<file path="src/rtl/cl_sde_result_rx.sv">
// SDE classification stream receiver: sequential argmax over ten signed 16-bit
// scores per beat, result records queued in a FIFO and popped through cfg reads.
module cl_sde_result_rx #(
  parameter int unsigned FIFO_DEPTH = 16
) (
  input  logic         clk,
  input  logic         rst,
  input  logic         ots_valid,
  input  logic [511:0] ots_data,
  input  logic [63:0]  ots_keep,
  input  logic         ots_last,
  output logic         ots_ready,
  input  logic [11:0]  cfg_addr,
  input  logic         cfg_wr,
  input  logic         cfg_rd,
  input  logic [31:0]  cfg_wdata,
  output logic         cfg_ack,
  output logic [31:0]  cfg_rdata,
  output logic         res_avail
);

  localparam int unsigned AW = (FIFO_DEPTH > 1) ? $clog2(FIFO_DEPTH) : 1;
  localparam int unsigned CW = AW + 1;

  typedef enum logic [1:0] {
    IDLE = 2'd0,
    SCAN = 2'd1,
    PUSH = 2'd2
  } state_t;

  state_t              state, state_nxt;
  logic [159:0]        beat;
  logic [3:0]          k;
  logic [3:0]          best_idx;
  logic signed [15:0]  best;
  logic signed [15:0]  score_k;
  logic [10:0]         seq;
  logic [10:0]         seq_cnt;
  logic [31:0]         words_cnt;
  logic [31:0]         err_cnt;
  logic                enable;

  logic [31:0]         mem [FIFO_DEPTH];
  logic [AW-1:0]       wr_ptr, rd_ptr;
  logic [CW-1:0]       count;
  logic                full, empty;

  logic                accept, push, pop, ctrl_wr, clear, bad_fmt;
  logic [31:0]         record;
  logic [31:0]         rd_val;
  logic                unused_bits;

  assign unused_bits = ^{ots_data[511:160], ots_keep[63:20], cfg_wdata[31:2]};

  assign full      = (count == CW'(FIFO_DEPTH));
  assign empty     = (count == '0);
  assign res_avail = ~empty;
  assign ots_ready = (state == IDLE) & enable & ~full;

  assign accept  = ots_valid & ots_ready;
  assign push    = (state == PUSH);
  assign pop     = cfg_rd & (cfg_addr == 12'h008) & ~empty;
  assign ctrl_wr = cfg_wr & (cfg_addr == 12'h000);
  assign clear   = ctrl_wr & cfg_wdata[1];
  assign bad_fmt = (ots_keep[19:0] != 20'hFFFFF) | ~ots_last;

  assign score_k = beat[{k, 4'b0000} +: 16];
  assign record  = {1'b1, seq, best_idx, best};

  always_comb begin
    state_nxt = state;
    case (state)
      IDLE:    if (accept) state_nxt = SCAN;
      SCAN:    if (k == 4'd9) state_nxt = PUSH;
      PUSH:    state_nxt = IDLE;
      default: state_nxt = IDLE;
    endcase
  end

  // Strict greater-than keeps the lowest index on ties.
  always_ff @(posedge clk or posedge rst) begin
    if (rst) begin
      state    <= IDLE;
      beat     <= '0;
      k        <= '0;
      best_idx <= '0;
      best     <= '0;
      seq      <= '0;
    end else begin
      state <= state_nxt;
      if (accept) begin
        beat     <= ots_data[159:0];
        best     <= ots_data[15:0];
        best_idx <= '0;
        k        <= 4'd1;
        seq      <= clear ? '0 : seq_cnt;
      end else if (state == SCAN) begin
        if (score_k > best) begin
          best     <= score_k;
          best_idx <= k;
        end
        k <= k + 4'd1;
      end
    end
  end

  // Clear has priority over the increments of a beat accepted on the same edge.
  always_ff @(posedge clk or posedge rst) begin
    if (rst) begin
      seq_cnt   <= '0;
      words_cnt <= '0;
      err_cnt   <= '0;
      enable    <= 1'b0;
    end else begin
      if (clear) begin
        seq_cnt   <= '0;
        words_cnt <= '0;
        err_cnt   <= '0;
      end else if (accept) begin
        seq_cnt <= seq_cnt + 11'd1;
        if (words_cnt != '1) words_cnt <= words_cnt + 32'd1;
        if (bad_fmt && (err_cnt != '1)) err_cnt <= err_cnt + 32'd1;
      end
      if (ctrl_wr) enable <= cfg_wdata[0];
    end
  end

  always_ff @(posedge clk) begin
    if (push) mem[wr_ptr] <= record;
  end

  always_ff @(posedge clk or posedge rst) begin
    if (rst) begin
      wr_ptr <= '0;
      rd_ptr <= '0;
      count  <= '0;
    end else begin
      if (push) wr_ptr <= wr_ptr + AW'(1);
      if (pop)  rd_ptr <= rd_ptr + AW'(1);
      case ({push, pop})
        2'b10:   count <= count + CW'(1);
        2'b01:   count <= count - CW'(1);
        default: count <= count;
      endcase
    end
  end

  always_comb begin
    rd_val = '0;
    case (cfg_addr)
      12'h000: rd_val = {31'd0, enable};
      12'h004: rd_val = {18'd0, state, 1'b0, empty, full, 9'(count)};
      12'h008: rd_val = empty ? '0 : mem[rd_ptr];
      12'h00C: rd_val = words_cnt;
      12'h010: rd_val = err_cnt;
      default: rd_val = '0;
    endcase
  end

  always_ff @(posedge clk or posedge rst) begin
    if (rst) begin
      cfg_ack   <= 1'b0;
      cfg_rdata <= '0;
    end else begin
      cfg_ack   <= cfg_rd | cfg_wr;
      cfg_rdata <= cfg_rd ? rd_val : '0;
    end
  end

endmodule

</file>
<file path="config.mk">
export PLATFORM = sky130hd
export DESIGN_NAME = cl_sde_result_rx
export DESIGN_NICKNAME = d
export VERILOG_FILES = /design/src/rtl/cl_sde_result_rx.sv
export SDC_FILE = /design/constraint.sdc
export NUM_CORES = 1
export LEC_CHECK = 0
export BUFFER_PORTS_ARGS = -buffer_cell sky130_fd_sc_hd__buf_2
export CORE_UTILIZATION = 45
export DETAILED_ROUTE_END_ITERATION = 7
export PLACE_DENSITY_LB_ADDON = 0.05
export SLEW_MARGIN = 25
export SYNTH_ARGS = -nofsm -noshare
export SYNTH_HDL_FRONTEND = slang
export SYNTH_SLANG_ARGS = --single-unit
export TNS_END_PERCENT = 100
</file>
<file path="constraint.sdc">
create_clock -name clk -period 9.65 [get_ports clk]
set_clock_uncertainty 0.1 [all_clocks]
set_input_delay 0.4825 -clock clk [delete_from_list [all_inputs] [get_ports clk]]
set_output_delay 0.4825 -clock clk [all_outputs]
set_load 0.01 [all_outputs]
</file>
### Word level (Yosys, flattened, before mapping)

Memories as Yosys holds them, arrays and structs flattened.
Cells that the tools add are included.

| word-level totals | value |
|---|---|
| flip-flop bits (word level) | 319 |
| bits in writable memories | 496 |
| bits of input ports | 626 |
| output and inout bits | 35 |
| logic and storage cells | 93 |
| memories | 1 |

| cells by class | value |
|---|---|
| $add $sub $neg | 8 |
| order comparisons | 1 |
| eq/ne operators | 15 |
| shift operators | 1 |
| multiplexer cells | 26 |
| bitwise logic cells | 12 |
| reduce and logical (&&, ||, !) cells | 14 |

Memory list:

| name | depth | bits a word | read ports | clocked after Yosys merged registers in | wr ports | RTL line | source |
|---|---|---|---|---|---|---|---|
| mem | 16 | 31 | 1 | 0 | 1 | 43 | `logic [31:0] mem [FIFO_DEPTH];` |

Operator list:

| kind | number |
|---|---|
| 32-bit two-way mux | 8 |
| 32-bit one-hot mux with 5 select lines | 1 |
| 160-bit by 9-bit indexed part select with 16-bit output | 1 |
| 32-bit by 1-bit adder with 32-bit output (second input constant) | 2 |
| 32-bit != test (second input constant) | 2 |
| 16-bit two-way mux | 3 |
| 11-bit two-way mux | 3 |
| 12-bit by 4-bit == test with 1-bit output (second input constant) | 2 |
| 4-bit two-way mux | 5 |
| 20-bit != test (second input constant) | 1 |
| 16-bit > comparator | 1 |
| 4-bit by 1-bit adder with 4-bit output (second input constant) | 3 |
| 12-bit by 3-bit == test with 1-bit output (second input constant) | 1 |
| 12-bit by 5-bit == test with 1-bit output (second input constant) | 1 |
| 12-bit logical NOT | 1 |
| 2-bit nonzero test | 6 |
| 11-bit by 1-bit adder with 11-bit output (second input constant) | 1 |
| 5-bit one-hot mux with 2 select lines | 1 |
| 2-bit AND reduction | 4 |
| 1-bit AND | 7 |
| 5-bit by 1-bit adder with 5-bit output (second input constant) | 1 |
| 5-bit == test (second input constant) | 1 |
| 5-bit logical NOT | 1 |
| 5-bit by 1-bit subtractor with 5-bit output (second input constant) | 1 |
| 11 further kinds | 19 |

### Longest topological paths before layout

| logic depth | value |
|---|---|
| depth after elaboration | 6 |
| gate-level depth with buffers | 15 |
| depth with buffers taken out | 14 |

### Worst setup path after synthesis

Ideal clock, no wire load.

| timing | value |
|---|---|
| path kind | flip-flop to flip-flop |
| from | register k[0] |
| to | register best[0] |
| setup time | 0.135 ns |
| arrival | 3.321 ns |
| data required time | 9.415 ns |
| slack | 6.094 ns |
| stages on the path, launching flop included | 16 |
| buffers on the path | 5 |
| period minus slack after synthesis | 3.556 ns |
| path through | dfrtp_1 buf_2 buf_2 buf_4 mux2_2 a22oi_1 o21ai_0 ha_1 a21oi_1 o21ai_0 a21o_1 or4_1 buf_2 buf_2 a21oi_1 o31ai_1 |

| on the way | value |
|---|---|
| longest elaborated chain between the ends | 4 |
| elaborated cells between the ends (all ways) | 7 |
| classes of those cells | 1 x order compare; 1 x shift; 3 x mux; 2 x reduce/logical |

RTL lines:

| what | RTL line | source |
|---|---|---|
| start: declaration | 33 | `logic [3:0] k;` |
| start signal: assignment | 102 | `k <= k + 4'd1;` |
| 160-bit by 9-bit indexed part select with 16-bit output * | 67 | `assign score_k = beat[{k, 4'b0000} +: 16];` |
| 16-bit > comparator or 16-bit two-way mux (tied branches) | 98 | `if (score_k > best) begin` |
| 2-bit nonzero test (no line) or 16-bit two-way mux (tied branches) | n/a |  |
| 2-bit AND reduction (no line) or 16-bit two-way mux (tied branches) | n/a |  |
| end signal: assignment | 93 | `best <= ots_data[15:0];` |
| end signal: assignment | 99 | `best <= score_k;` |
| end: declaration | 35 | `logic signed [15:0] best;` |

Mark *: on every way between the ends. The rest lies on a longest branch, timed or not. The select of a mux whose other input is x is not followed.
A chain may end at the register's enable or synchronous reset.

### Worst setup path after layout

Ends and elaborated chain as after synthesis.

==> summary.md <==
| Metric | Value |
|---|---|
| Status | `finished with violations` |
| Failing checks | `DRC` |
| Synth Register Bits | `815` |
| Yosys cell types | `67` |
| FMAX | `197 MHz` |
| Vias per inst | `5.52` |
| Syn avg cell area | `14.1 um^2` |
| Unrepaired setup endpoints after global routing | `no` |
| Largest net degree at the start of global routing | `143` |
| H-tree depth reported by CTS | `3` |
| Int Power | `5.99 mW` |
| Number of synthesis warnings | `0` |
| CORE AREA | `76100 um^2` |
| Net Sw Frac | `24.0%` |
| GR Overflow Total | `0` |
| Most common library cells after synthesis | `nand2_1 (567), edfxtp_1 (496), dfrtp_1 (319)` |
| CP cell instances | `buf_6, mux4_2, a22oi_1, o21ai_0, ha_1, nand4_1, o41a_1, nand2b_1, nor4_4, buf_4, nor3_1, o31ai_1` |
| Area Overhead vs Synth | `19.0%` |
| Number of global-route vias before repair | `22193` |
| Wire length per cell | `22.9 um` |
| Yosys top cell by area | `edfxtp_1` |
| Share of layout cells above drive strength 1 | `21.6%` |
| Cell Pwr Density | `191 nW/um^2` |
| Hold Crit Class | `input port to flop` |
| Synth top area share | `43.0%` |
| Post-synth EDFFs | `496` |
| Width of the die | `279 um` |
| CTS Root Cell | `clkbuf_16` |
| Crit path launch type | `flop` |
| Top post-synthesis cells by area | `edfxtp_1 (43%), dfrtp_1 (23%), mux4_2 (11%)` |
| Die Y | `279 um` |
| DRC errors left | `2` |
| Max clock buf depth | `3` |
| CP delay by family, top | `compound AO/OA/AOI/OAI gates` |
| Crit path buffers/inverters | `2` |
| Worst-margin pin slew | `1.03 ns` |
| Vias | `21727` |
| Register area | `22900 um^2` |
| Post-synth ARST share | `39.1%` |
| Setup Crit Path Kind | `flop to flop` |
| Worst path slowest cell | `o41a_1` |
| Clock transition at path regs | `0.06 ns` |
| Rows | `101` |
| Post-route ant nets | `0` |
| Die area | `78000 um^2` |
| Count leader, synth | `nand2_1` |
| Post-synthesis sequential area ratio | `66.1%` |
| Layout fillers | `6314` |
| Mapped cell area | `34600 um^2` |
| CTS Buf Count | `88` |
| Sequential power share | `51.5%` |
| All-layer global routing usage | `23.4%` |
| CP endpoint kind | `flop` |
| CTS tree | `built` |
| Crit path max fanout | `53` |
| Clock share of power | `41.2%` |
| Max Cap Violations | `0` |
| CP max stage delay | `0.69 ns` |
| Worst slew margin | `31.6%` |
| First-pass GRT wire length | `137000 um` |
| # IOs | `661` |
| TNS Setup | `0 ns` |
| Clock Latency Late Sink | `0.64 ns` |
| Net count, final | `3486` |
| Cell count after synthesis | `2456` |
| CP Data Required Time | `10.09 ns` |
| Initial drt markers | `1690` |
| Sw power | `1.89 mW` |
| Resized cells post-CTS | `0` |
| Total wire length | `90200 um` |
| Final hold vios | `0` |
| Starting density of the core | `45.5%` |
| Sink Count | `815` |
| Crit path arrival time | `5.53 ns` |
| Combinational Power Share | `7.3%` |
| Tcrit/Tclk final | `52.7%` |
| Net Count, Synth | `3113` |
| DP HPWL | `54400 um` |
| Most used flip-flop cell after synthesis | `edfxtp_1` |
| Slew Viols, Final | `0` |
| Post-route minimum period | `5.09 ns` |
| DRT Pass-1 Iters | `8` |
| Slack of the worst reg-to-reg path | `4.56 ns` |
| GP Congestion | `0.821` |
| Endpoints failing setup | `0` |
| VDD IR-drop max | `0.000126 V` |
| Final core utilization | `54.1%` |
| Initial antenna violation count | `4` |
| Setup Fix Bufs, Post-CTS | `0` |
| Leak Pwr | `16.1 nW` |
| Number of buffers added on ports | `234` |
| Area of the multi-input gates | `11000 um^2` |
-- per-layer routing --
layer	routed length [um]	part of all wire, %	up-vias	global-route usage [%]
met5	38	0.042	-	0
met1	36500	40	11155	30.1
met3	3660	4.1	173	3.26
li1	-	-	9818	-
met4	2710	3.0	6	7.52
met2	47300	52	575	41.0
-- worst register-to-register path, stage by stage, from the launching register on --
cell      delay, ns
dfrtp_4        0.40
buf_6          0.57
mux4_2         0.65
a22oi_1        0.32
o21ai_0        0.24
ha_1           0.38
nand4_1        0.23
o41a_1         0.70
nand2b_1       0.20
nor4_4         0.54
buf_4          0.34
nor3_1         0.07
o31ai_1        0.26
-- state kept, by name (all words and copies together) (netlist names) --
| signal | flops |
|---|---|
| best_idx | 4 |
| mem | 496 |
| rd_ptr | 4 |
| seq | 11 |
| k | 4 |
| count | 5 |
| best | 16 |
| seq_cnt | 11 |
| wr_ptr | 4 |
| words_cnt | 32 |
| cfg_rdata | 32 |
| beat | 160 |
| state | 2 |
| err_cnt | 32 |
| enable | 1 |
| cfg_ack | 1 |
-- layout by cell type (no fill, tap or decap), types with 24 or more instances in the layout --
cell | Yosys | final
buf_2 | 60 | 234
edfxtp_1 | 496 | 496
mux4_2 | 163 | 163
dfrtp_1 | 319 | 313
xor2_1 | 38 | 38
xnor2_1 | 29 | 29
mux2i_1 | 27 | 27
buf_4 | 4 | 29
nor2_1 | 100 | 100
a21oi_1 | 69 | 69
nand2_1 | 567 | 567
a222oi_1 | 31 | 31
clkbuf_1 | 70 | 30
dlygate4sd3_1 | 0 | 159
inv_1 | 41 | 40
nor2b_1 | 28 | 27
nor3_1 | 27 | 27
a211oi_1 | 24 | 24
nand3_1 | 32 | 32
nand4_1 | 34 | 34
ha_1 | 30 | 30
clkbuf_16 | 0 | 88
o21ai_0 | 49 | 49
-- power groups by stage --
stage / clock (mW) / combinational [mW] / sequential, mW
2_1_floorplan: 0 / 0.375 / 4.05
3_3_place_gp: 0 / 0.506 / 4.12
3_5_place_dp: 0 / 0.523 / 4.14
4_1_cts: 3.32 / 0.578 / 4.07
5_1_grt: 3.45 / 0.624 / 4.08
6_report: 3.24 / 0.573 / 4.06
-- cell type report --
cell class | count | share of cell area [%]
flip-flops and latches | 815 | 55.6
multi-input cells | 1455 | 26.7
repair buffers | 427 | 7.42
clock buffers | 127 | 5.92
well taps | 1030 | 3.13
clock inverters | 35 | 0.802
inverters | 42 | 0.401
diodes | 3 | 0.0182
-- timing repair --
| action | CTS | global route |
|---|---|---|
| hold buffers | 159 | 0 |
| endpoints found under the hold margin | 273 | 0 |
| setup endpoints to repair | 0 | 0 |
-- per-stage QoR --
stage               power (mW)  worst slack (ns)  hold WS (ns)  cell area (um^2)  std cells
finish                    7.88              4.56        0.0566             41200       3934
global route              8.16              4.11        0.0396             41200       3932
CTS                       7.97              4.30        0.0105             41200       3931
detailed placement        4.66              4.31         0.357             36800       3610
global placement          4.63              4.34         0.355             36800       3610
floorplan                 4.42             0.240         0.340             34600       2456
-- cell families after synthesis --
logic type	after synthesis	synth area share [%]
xor+xnor	67	1.70
fa+ha+maj	31	1.14
simple gates	906	11.7
compound gates	238	4.86
mux	213	12.1
flops	815	66.1
buf+inv	186	2.32
-- final timing paths --
| kind | depth (start not counted) | to | from |
|---|---|---|---|
| setup / recovery | 12 | best[0] | k[0] |
| hold / removal | 3 | beat[2] | ots_data[2] |
| setup reg to reg | 12 | best[0] | k[0] |
| hold reg to reg | 2 | beat[123] | beat[123] |
| max in group asynchronous | 4 | k[0] | rst |
| min in group asynchronous | 3 | cfg_rdata[22] | rst |
Power figures use the tool's default switching activity.
